`src/rtl/pred_update_ctrl.sv`:
```
// pred_update_ctrl
//   Arbitrates a single-ported branch predictor table between front-end
//   lookups and back-end updates. Resolved branches are queued in a small
//   FIFO and written back when no lookup claims the table; a starvation
//   counter forces an update slot after STARVE_LIMIT consecutive lookups
//   granted while updates are pending.
//
//   Parameters: PCW (PC index width), DEPTH (update FIFO depth, power of
//   two >= 2), STARVE_LIMIT (lookups allowed ahead of pending updates).
//
//   Ports:
//     clock, reset                  - rising-edge clock, sync active-low reset
//     lookup_valid/pc/ready         - lookup request handshake
//     resolve_valid/pc/taken/ready  - resolved-branch push handshake
//     flush                         - drop all pending updates
//     pred_valid, pred_taken        - prediction, 2 cycles after lookup accept
//     tbl_en/we/pc/taken, tbl_rdata - predictor table port (comb. read)
//
//   Optional macro UPD_BYPASS_EN: a lookup hitting a still-pending update
//   returns the youngest pending outcome instead of the stale table value.
module pred_update_ctrl #(
   parameter int PCW          = 10,
   parameter int DEPTH        = 4,
   parameter int STARVE_LIMIT = 3
) (
   input  logic           clock,
   input  logic           reset,
   input  logic           lookup_valid,
   input  logic [PCW-1:0] lookup_pc,
   output logic           lookup_ready,
   input  logic           resolve_valid,
   input  logic [PCW-1:0] resolve_pc,
   input  logic           resolve_taken,
   output logic           resolve_ready,
   input  logic           flush,
   output logic           pred_valid,
   output logic           pred_taken,
   output logic           tbl_en,
   output logic           tbl_we,
   output logic [PCW-1:0] tbl_pc,
   output logic           tbl_taken,
   input  logic           tbl_rdata
);

   localparam int PTRW = (DEPTH > 1) ? $clog2(DEPTH) : 1;
   localparam int CNTW = PTRW + 1;
   localparam int SW   = (STARVE_LIMIT > 0) ? $clog2(STARVE_LIMIT + 1) : 1;

   typedef enum logic [1:0] {
      ST_IDLE,
      ST_LOOKUP,
      ST_UPDATE
   } state_t;

   typedef struct packed {
      logic [PCW-1:0] pc;
      logic           taken;
   } entry_t;

   state_t          state_q, state_d;
   entry_t          mem_q [DEPTH];
   logic [PTRW-1:0] wr_ptr_q, wr_ptr_d;
   logic [PTRW-1:0] rd_ptr_q, rd_ptr_d;
   logic [CNTW-1:0] count_q, count_d;
   logic [SW-1:0]   starve_q, starve_d;
   logic [PCW-1:0]  tbl_pc_q, tbl_pc_d;
   logic            tbl_taken_q, tbl_taken_d;
   logic            pred_valid_q, pred_valid_d;
   logic            pred_taken_q, pred_taken_d;

   logic            fifo_empty, fifo_full;
   logic            lookup_acc, push, pop;
   entry_t          head;

`ifdef UPD_BYPASS_EN
   logic            byp_hit, byp_taken;
   logic [PTRW-1:0] byp_idx;
`endif

   always_comb begin
      fifo_empty    = (count_q == '0);
      fifo_full     = (count_q == CNTW'(DEPTH));
      resolve_ready = !fifo_full;
      lookup_ready  = !(!fifo_empty && (fifo_full || starve_q == SW'(STARVE_LIMIT)));
      lookup_acc    = lookup_valid && lookup_ready;
      // flush suppresses both the same-cycle pop and the same-cycle push
      pop           = !lookup_acc && !fifo_empty && !flush;
      push          = resolve_valid && resolve_ready && !flush;
      head          = mem_q[rd_ptr_q];

      wr_ptr_d = push ? wr_ptr_q + PTRW'(1) : wr_ptr_q;
      rd_ptr_d = pop  ? rd_ptr_q + PTRW'(1) : rd_ptr_q;
      if (flush) begin
         count_d  = '0;
         rd_ptr_d = wr_ptr_q;
      end else begin
         count_d = count_q + CNTW'(push) - CNTW'(pop);
      end

      // Starvation counter measures lookups granted ahead of a pending update
      starve_d = starve_q;
      if (flush || pop || fifo_empty) begin
         starve_d = '0;
      end else if (lookup_acc && starve_q != SW'(STARVE_LIMIT)) begin
         starve_d = starve_q + SW'(1);
      end

      state_d     = ST_IDLE;
      tbl_pc_d    = tbl_pc_q;
      tbl_taken_d = tbl_taken_q;
      if (lookup_acc) begin
         state_d  = ST_LOOKUP;
         tbl_pc_d = lookup_pc;
      end else if (pop) begin
         state_d     = ST_UPDATE;
         tbl_pc_d    = head.pc;
         tbl_taken_d = head.taken;
      end

      pred_valid_d = (state_q == ST_LOOKUP);
      pred_taken_d = pred_taken_q;
`ifdef UPD_BYPASS_EN
      // Scan oldest to youngest over entries surviving this cycle's pop;
      // the last hit wins, giving the youngest matching outcome.
      byp_hit   = 1'b0;
      byp_taken = 1'b0;
      byp_idx   = '0;
      for (int unsigned i = 0; i < DEPTH; i++) begin
         byp_idx = rd_ptr_q + PTRW'(i);
         if ((CNTW'(i) < count_q) && !(pop && i == 0) && (mem_q[byp_idx].pc == tbl_pc_q)) begin
            byp_hit   = 1'b1;
            byp_taken = mem_q[byp_idx].taken;
         end
      end
      if (state_q == ST_LOOKUP) begin
         pred_taken_d = byp_hit ? byp_taken : tbl_rdata;
      end
`else
      if (state_q == ST_LOOKUP) begin
         pred_taken_d = tbl_rdata;
      end
`endif
   end

   always_ff @(posedge clock) begin
      if (!reset) begin
         state_q      <= ST_IDLE;
         wr_ptr_q     <= '0;
         rd_ptr_q     <= '0;
         count_q      <= '0;
         starve_q     <= '0;
         tbl_pc_q     <= '0;
         tbl_taken_q  <= 1'b0;
         pred_valid_q <= 1'b0;
         pred_taken_q <= 1'b0;
      end else begin
         state_q      <= state_d;
         wr_ptr_q     <= wr_ptr_d;
         rd_ptr_q     <= rd_ptr_d;
         count_q      <= count_d;
         starve_q     <= starve_d;
         tbl_pc_q     <= tbl_pc_d;
         tbl_taken_q  <= tbl_taken_d;
         pred_valid_q <= pred_valid_d;
         pred_taken_q <= pred_taken_d;
      end
   end

   // Storage needs no reset: entries are only visible through count_q
   always_ff @(posedge clock) begin
      if (reset && push) begin
         mem_q[wr_ptr_q] <= '{pc: resolve_pc, taken: resolve_taken};
      end
   end

   always_comb begin
      tbl_en     = (state_q != ST_IDLE);
      tbl_we     = (state_q == ST_UPDATE);
      tbl_pc     = tbl_pc_q;
      tbl_taken  = tbl_taken_q;
      pred_valid = pred_valid_q;
      pred_taken = pred_taken_q;
   end

endmodule

```
`config.mk`:
```
export PLATFORM = sky130hd
export DESIGN_NAME = pred_update_ctrl
export DESIGN_NICKNAME = d
export VERILOG_FILES = /design/src/rtl/pred_update_ctrl.sv
export SDC_FILE = /design/constraint.sdc
export NUM_CORES = 1
export LEC_CHECK = 0
export BUFFER_PORTS_ARGS = -buffer_cell sky130_fd_sc_hd__buf_4
export CAP_MARGIN = 25
export CORE_MARGIN = 4
export CORE_UTILIZATION = 35
export DETAILED_ROUTE_END_ITERATION = 16
export GPL_TIMING_DRIVEN = 0
export RECOVER_POWER = 100
export SETUP_SLACK_MARGIN = 0.1
export SYNTH_ARGS = -nofsm -noshare
export SYNTH_HDL_FRONTEND = slang
export SYNTH_SLANG_ARGS = --single-unit
```
`constraint.sdc`:
```
create_clock -name clock -period 2.7 [get_ports clock]
set_clock_uncertainty 0.15 [all_clocks]
set_input_delay 0.27 -clock clock [delete_from_list [all_inputs] [get_ports clock]]
set_output_delay 0.27 -clock clock [all_outputs]
set_load 0.01 [all_outputs]
```
**Yosys cells after proc, flatten, opt, wreduce, memory -nomap -nowiden**

Memory sizes are Yosys's and may differ from the RTL's. A register that Yosys moved wholly into a read port is not among the register bits.
Index checks and enable logic that the tools add are counted.

- Bits in registers: 24
- Memory bits (writable): 44
- Input bits: 27
- Memories kept: 1

- Add/subtract/negate cells: 5
- Eq/ne operators: 5
- Multiplexer cells: 10
- Bitwise logic cells: 2
- Reduce and logical (&&, ||, !) cells: 24

Memories:

| memory | words | width | read ports | clocked after Yosys merged registers in | wr ports | line | source |
|---|---|---|---|---|---|---|---|
| mem_q | 4 | 11 | 1 | 1 | 1 | 61 | `entry_t mem_q [DEPTH];` |

Operator list:

| operator | number |
|---|---|
| two-way mux 10 bit | 2 |
| two-way mux 2 bit | 5 |
| logical AND 1 bit | 8 |
| adder 2 x 1 -> 2 bit, second input constant | 3 |
| nonzero test 2 bit | 3 |
| OR reduction 2 bit | 3 |
| logical NOT 1 bit | 5 |
| equality test 2 bit, second input constant | 2 |
| adder 3 x 1 -> 3 bit | 1 |
| equality test 3 bit, second input constant | 1 |
| logical NOT 3 bit | 1 |
| logical OR 1 bit | 3 |
| two-way mux 1 bit | 3 |
| subtractor 3 x 1 -> 3 bit | 1 |
| equality test 2 x 1 -> 1 bit, second input constant | 1 |
| != test 2 bit, second input constant | 1 |
| inverter 1 bit | 2 |
| AND reduction 2 bit | 1 |

**Depth between registers and ports, before layout**

Gate-level depths: netlist of the first run.

- Word-level depth: 12
- Mapped depth: 12
- Gate-level depth less buffers: 12

**Worst setup path after synthesis of the first run**

Ideal clock, no wire load.

- Path type: reg-to-reg
- From: register count_q[1]
- To: register count_q[2]
- Setup time: 120 ps
- Arrival time: 2228 ps
- Data required time: 2430 ps
- Slack: 202 ps
- Cell stages (with the launch flop): 13
- Clock period less this slack: 2498 ps
- Cell sequence: dfxtp_1 -> buf_6 -> or3_4 -> o21ai_1 -> nor2_1 -> ha_1 -> inv_1 -> ha_1 -> inv_1 -> fa_1 -> xor2_1 -> xnor2_1 -> nor2_1

- Word-level cells in the longest chain between the ends: 9

Ends and longest elaborated chain:

| what | line | source |
|---|---|---|
| start, declared | 64 | `logic [CNTW-1:0] count_q, count_d;` |
| start signal, assigned | 160 | `count_q <= count_d;` |
| equality test 3 bit / logical NOT 3 bit (equally long branches) | 82, 81 |  |
| logical OR 1 bit / logical NOT 1 bit (equally long branches) | 84, 87 |  |
| logical AND 1 bit | 84 | `lookup_ready = !(!fifo_empty && (fifo_full \|\| starve_q == SW'(STARVE_LIMIT)));` |
| logical NOT 1 bit | 84 |  |
| logical AND 1 bit | 85 | `lookup_acc = lookup_valid && lookup_ready;` |
| logical NOT 1 bit | 87 | `pop = !lookup_acc && !fifo_empty && !flush;` |
| logical AND 1 bit (*) (2 in series) | 87 |  |
| net pop | 72 | `logic lookup_acc, push, pop;` |
| subtractor 3 x 1 -> 3 bit (*) | 97 | `count_d = count_q + CNTW'(push) - CNTW'(pop);` |

The timed path passes the listed nets; every way through them passes the cells marked *.
A chain may end at the register's enable or synchronous reset.

**Worst setup path in the final report of the first run**

Ends and elaborated chain as after synthesis.

==> results of run 1 <==
path summary, 6_finish.rpt:
path                            slack, ps  depth (start not counted)           to        start
worst max register to register        190                         12   count_q[2]   count_q[1]
worst min-delay path                   40                          3   pred_taken    tbl_rdata
worst max-delay path                  190                         12   count_q[2]   count_q[1]
worst min register to register        290                          1  starve_q[0]  starve_q[0]
cell type report:
class / instances / area (um2) / share of cell area [%]
buffer: 8 / 42.5 / 1.21
clock buffer: 11 / 131 / 3.75
clock inverter: 5 / 75.1 / 2.14
inverter: 10 / 37.5 / 1.07
multi-input combinational: 107 / 888 / 25.4
sequential: 70 / 1840 / 52.6
tap: 102 / 128 / 3.64
timing repair buffer: 58 / 358 / 10.2
cells by family after synthesis:
logic type | share of synthesized area, %
flip-flops | 65.6
buffers and inverters | 3.12
AND/OR/NAND/NOR | 8.51
adder cells (fa/ha/maj) | 3.83
multiplexers | 9.54
AO/OA/AOI/OAI | 7.84
XOR/XNOR | 1.56
worst max-delay path, cell delays in order, from the launching register on:
cell and delay (ps):
dfxtp_1 340, buf_6 150, or3_4 420, o21ai_4 90, nor2_1 60, ha_1 270, inv_1 60, ha_1 130
inv_1 50, fa_2 330, xor2_1 180, xnor2_1 130, nor2_1 50
state kept, by name, indices dropped and copies added, names as in the netlist, named ones only:
register and cells:
mem_q 44, tbl_pc 10, count_q 3, rd_ptr_q 2
starve_q 2, state_q 2, wr_ptr_q 2, pred_taken 1
pred_valid 1, tbl_taken 1
per-layer routing:
metal  GRT usage (%)  share of wire (%)
met3            3.30                4.4
met1            16.3                 48
met2            19.1                 45
met4            7.35                2.5
met5               0                  0
layout by cell type (no fill, tap or decap), types with 2 or more instances in the layout:
cell,n
a21oi_1,3
a31oi_1,10
and2_1,2
and3_1,4
buf_4,18
bufinv_16,2
clkbuf_1,35
clkbuf_4,2
clkbuf_8,9
clkinv_1,2
dfxtp_1,26
dlygate4sd3_1,11
edfxtp_1,44
ha_1,7
inv_1,10
mux2i_1,2
mux4_2,11
nand2_1,22
nor2_1,4
nor2b_1,4
nor3_1,4
o21ai_0,5
o21ai_1,8
xnor2_1,2
xor2_1,3
stage by stage:
stage               hold slack, ps  instance area, um2
finish                        42.2                3500
floorplan                      219                2810
global route                  40.7                3500
global placement               267                3260
CTS                           28.3                3590
detailed placement             270                3260
power by group through the flow:
stage          Clock, uW  Combinational [uW]  Sequential [uW]
2_1_floorplan          0                 150             1230
3_3_place_gp           0                 268             1220
3_5_place_dp           0                 273             1220
4_1_cts              911                 289             1200
5_1_grt              962                 298             1200
6_report             890                 264             1200
timing repair:
| item | 4_1_cts | 5_1_grt |
|---|---|---|
| setup endpoints to repair | 1 | 1 |
| gates resized for setup | 1 | 5 |
| hold endpoints to repair | 44 | 0 |
| buffers inserted | 1 | 3 |
| cloned | 0 | 0 |
| pin swaps | 1 | 3 |
| hold buffers | 11 | 0 |
==> reports/qor.yml, run 1 <==
outcome:
  outcome: "finished, final reports clean"
synth:
  synth_area_leaders: "edfxtp_1 47%, dfxtp_1 19%, mux4_2 8.8%, ha_1 3.1%, nand2_1 2.9%"
  yosysWarnings: 0
  syn_inst: 195
  synth_area_um2: 2810
  yosysSeqAreaShare_pct: 65.6
  synth_cell_type_count: 37
  synth_edf_count: 44
  synth_top_area_share_pct: 47.1
  ys_ff_latch: 70
  avgSynthCellArea_um2: 14.4
  synth.most_common_cell: "edfxtp_1"
  synth-main-ff-cell: "edfxtp_1"
  ys_async_sr_fraction_pct: 0
  syn_nets: 230
  synthTopCellsByCount: "44 x edfxtp_1, 26 x dfxtp_1, 22 x nand2_1, 11 x mux4_2"
  yosysTopAreaCell: "edfxtp_1"
grt:
  grt_pass1_vias: 1782
  grt_antenna_before_repair: 0
  grt_max_degree: 13
  track_usage_pct: 12.6
  grt_pass1_wl_um: 9240
  grt-ovfl-total: 0
placed_design:
  gp_congestion: 0.757
  dp.cells: 340
  numPortBuffers: 43
  hpwl_um: 3740
  place_ws_ps: 11.0
timing:
  relSlewSlack_pct: 58.0
  setup_viol: 0
  worst_pin_slew_ps: 630
  finalWorstSetupSlack_ps: 186
  rsz0062_at_grt: "false"
  post-route-period-util_pct: 93.1
  fmax_ghz: 0.398
  tns_ps: 0
  fin_crit_ps: 2510
  hold_viol_final: 0
  drv_slew: 0
floorplan:
  io_pins: 44
  num_rows: 32
  die_area_um2: 9520
  fp.dieW_um: 97.6
  die_y_um: 97.6
  start_util_pct: 36.1
  coreArea_um2: 7770
worst_setup_path:
  startpoint_type: "flip-flop"
  worstSetupPathType: "flip-flop to flip-flop"
  cp_data_required_time_ps: 2770
  worstSetupEndpointType: "flip-flop"
  cp.arrival_ps: 2590
  cp_max_fo: 7
clock_tree:
  clk-insertion-delay-late_ps: 340
  cts_tree: "done"
  ctsLongestPathBuffers: 2
  cts_made_buffers: 9
  htreeDepth: 3
  clk_pin_slew_worst_paths_ps: 70
  clkSinkCount: 70
  cts-root-buf: "clkbuf_8"
layout:
  final_cells: 371
  layout-drive-gt1-share_pct: 19.3
  nFillCells: 742
  num_antenna_cells: 0
  syn_to_final_growth_pct: 24.7
  fin_util_pct: 45.1
  final_nets: 299
detailed_routing:
  num_vias: 1746
  vias_per_cell: 4.71
  dr.pass1.iters: 4
  wl_per_cell_um: 15.0
  wirelength_um: 5570
  drc_errors: 0
  drt_iter0_drc: 91
  drtAntennaViolNets: 0
pwr:
  p_int_uw: 1810
  power_switching_uw: 537
  power_uw: 2350
  p_comb_share_pct: 11.2
  vdd_drop_max_uv: 230
  leakage_uw: 0.00125
  switching_share_pct: 22.9
  power_density_nw_per_um2: 671
  p_seq_share_pct: 50.9
  power_frac_clock_pct: 37.9
flow_run:
  maxCapViolations: 0
min_path:
  hold_path_class: "primary input to flip-flop"
No activity file was read; power rests on OpenSTA's default activity.
==> run 2: changes to the inputs <==
--- a/config.mk
+++ b/config.mk
@@ -12,7 +12,7 @@
 export DETAILED_ROUTE_END_ITERATION = 16
 export GPL_TIMING_DRIVEN = 0
 export RECOVER_POWER = 100
-export SETUP_SLACK_MARGIN = 0.1
+export SETUP_SLACK_MARGIN = 0.3
 export SYNTH_ARGS = -nofsm -noshare
 export SYNTH_HDL_FRONTEND = slang
 export SYNTH_SLANG_ARGS = --single-unit
==> run 2 against run 1 <==
  * Fmax barely moved
  * Routed wire length down 0.63%
  * Hold slack got worse by 1.4 ps
  * Final cell count rose by 0.54%
  * Sequential share of layout area is 0.30 points higher
  * Critical path depth stayed put
  * Critical path type unchanged
  * Critical endpoint unchanged
  * Largest cell class unchanged
==> reports/qor.yml, run 2 (synthesis results as in run 1) <==
outcome:
  outcome: "finished, final reports clean"
placed_design:
  numPortBuffers: 43
  gp_congestion: 0.730
  hpwl_um: 3790
layout:
  registers.top_by_ff_count: "mem_q"
  num_antenna_cells: 0
  largest_reg_flops: 44
  nFillCells: 755
  layout-drive-gt1-share_pct: 19.6
  syn_to_final_growth_pct: 24.0
  mostFrequentLayoutCell: "edfxtp_1"
  final_cell_mix: "44 x edfxtp_1, 36 x clkbuf_1, 26 x dfxtp_1"
  final_nets: 301
timing:
  hold_viol_final: 0
  fin_crit_ps: 2510
  worst_pin_slew_ps: 619
  drv_slew: 0
  fmax_ghz: 0.398
  setup_viol: 0
  tns_ps: 0
  relSlewSlack_pct: 58.8
  post-route-period-util_pct: 93.1
  rsz0062_at_grt: "true"
worst_setup_path:
  cp_max_fo: 5
  cp_data_required_time_ps: 2770
  reg2reg_from: "count_q[1]"
  cpMaxStageDelayCell: "or3_1"
  worstSetupPathType: "flip-flop to flip-flop"
  reg2reg_setup_slack_ps: 190
  worstSetupEndpointType: "flip-flop"
  r2r_end: "count_q[2]"
  cp_cell_sequence: "buf_6 > or3_1 > o21ai_4 > nor2_1 > ha_1 > inv_1 > ha_1 > inv_1 > fa_2 > xor2_1 > xnor2_1 > nor2_1"
  r2r_cells: 12
  cp_slowest_stage_delay_ps: 410
  cp.arrival_ps: 2590
  startpoint_type: "flip-flop"
detailed_routing:
  num_vias: 1767
  wl_per_cell_um: 14.8
  wirelength_um: 5540
  drt_iter0_drc: 100
  drtAntennaViolNets: 0
  dr.pass1.iters: 4
  vias_per_cell: 4.74
  drc_errors: 0
pwr:
  leakage_uw: 0.00125
  p_comb_share_pct: 11.4
  p_int_uw: 1720
  p_seq_share_pct: 52.8
  power_uw: 2270
  power_switching_uw: 549
  power_frac_clock_pct: 35.8
  switching_share_pct: 24.2
  power_density_nw_per_um2: 651
  vdd_drop_max_uv: 239
floorplan:
  num_rows: 32
  fp.dieW_um: 97.6
  die_y_um: 97.6
  die_area_um2: 9520
  start_util_pct: 36.1
  io_pins: 44
  coreArea_um2: 7770
min_path:
  min_to: "pred_taken"
  hold_path_class: "primary input to flip-flop"
  worstHoldPathCells: 3
  worstHoldStart: "tbl_rdata"
clock_tree:
  ctsLongestPathBuffers: 2
  clk_pin_slew_worst_paths_ps: 80
  cts_made_buffers: 9
  htreeDepth: 3
  cts-root-buf: "clkbuf_8"
  clk-insertion-delay-late_ps: 340
  cts_tree: "done"
  clkSinkCount: 70
grt:
  grt_pass1_wl_um: 9160
  grt_max_degree: 13
  grt-ovfl-total: 0
  track_usage_pct: 12.5
  grt_pass1_vias: 1809
  grt_antenna_before_repair: 0
flow_run:
  maxCapViolations: 0
[run 2: changes by cell type in the layout (fill, tap and decap cells not counted)]
| cell | previous run | this run |
|---|---|---|
| clkinvlp_4 | 1 | 2 |
| clkinv_4 | 0 | 1 |
| clkbuf_4 | 2 | 1 |
| nor3b_2 | 1 | 2 |
| nor3b_1 | 1 | 0 |
| clkbuf_1 | 35 | 36 |
| or3_4 | 1 | 0 |
| clkinv_2 | 0 | 1 |
| bufinv_16 | 2 | 1 |
| o21bai_1 | 0 | 1 |
| clkinv_1 | 2 | 1 |
| o21bai_4 | 1 | 0 |
| or3_1 | 0 | 1 |
| buf_4 | 18 | 19 |
[run 2: power groups by stage]
stage	Sequential, uW	Clock (uW)	Combinational, uW
floorplan	1230	0	154
global placement	1220	0	272
detailed placement	1220	0	276
CTS	1200	837	300
global route	1200	890	291
finish	1200	812	258
[run 2: how the worst max path moves through the flow]
stage | from | end | slack (ps) | cells past startpoint
floorplan | count_q[1] | count_q[2] | 280 | 12
global placement | count_q[0] | count_q[2] | 110 | 11
detailed placement | count_q[0] | count_q[2] | 70 | 11
CTS | count_q[1] | count_q[2] | 250 | 12
global route | count_q[1] | count_q[2] | 80 | 12
finish | count_q[1] | count_q[2] | 190 | 12
[run 2: through the flow]
| step | utilization (%) | cells | hold WS (ps) | area, um2 | setup slack [ps] |
|---|---|---|---|---|---|
| floorplan | - | 195 | 219 | 2820 | 280 |
| global placement | 42.1 | 340 | 265 | 3270 | 106 |
| detailed placement | 42.1 | 340 | 278 | 3270 | 69.4 |
| CTS | 46.6 | 372 | 29.8 | 3620 | 255 |
| global route | 44.8 | 373 | 42.9 | 3480 | 78.2 |
| finish | 44.8 | 373 | 40.8 | 3480 | 188 |
[run 2: what timing repair did]
item,in CTS,in global routing
endpoints found under the setup margin,2,2
setup buffers,5,1
pin swaps,5,2
hold buffers,11,0
endpoints found under the hold margin,44,0
gates resized for setup,2,0
[run 2: metal layers]
metal | wire, um | track usage, % | share of wire (%) | vias to the layer above
met2 | 2570 | 19.3 | 46 | 38
li1 | - | - | - | 865
met4 | 148 | 7.35 | 2.7 | 0
met5 | 0 | 0 | 0 | -
met3 | 258 | 2.94 | 4.7 | 8
met1 | 2560 | 15.8 | 46 | 856
[run 2: cell type report]
class	count	area (um2)	share of cell area (%)
Inverter	10	37.5	1.08
Buffer	8	42.5	1.22
Timing Repair Buffer	60	365	10.5
Sequential cell	70	1840	52.9
Clock buffer	10	128	3.67
Tap cell	102	128	3.67
Clock inverter	6	62.6	1.80
Multi-Input combinational cell	107	877	25.2
[run 2: critical path, delay by kind of cell, from the launching register on]
family	cells	cell delay, ps
xor gates and xnor gates	2	330
adders and majority gates	3	710
buffers and inverters	3	230
AOI/OAI and AO/OA	1	90
and+or+nand+nor	3	530
DFF	1	340
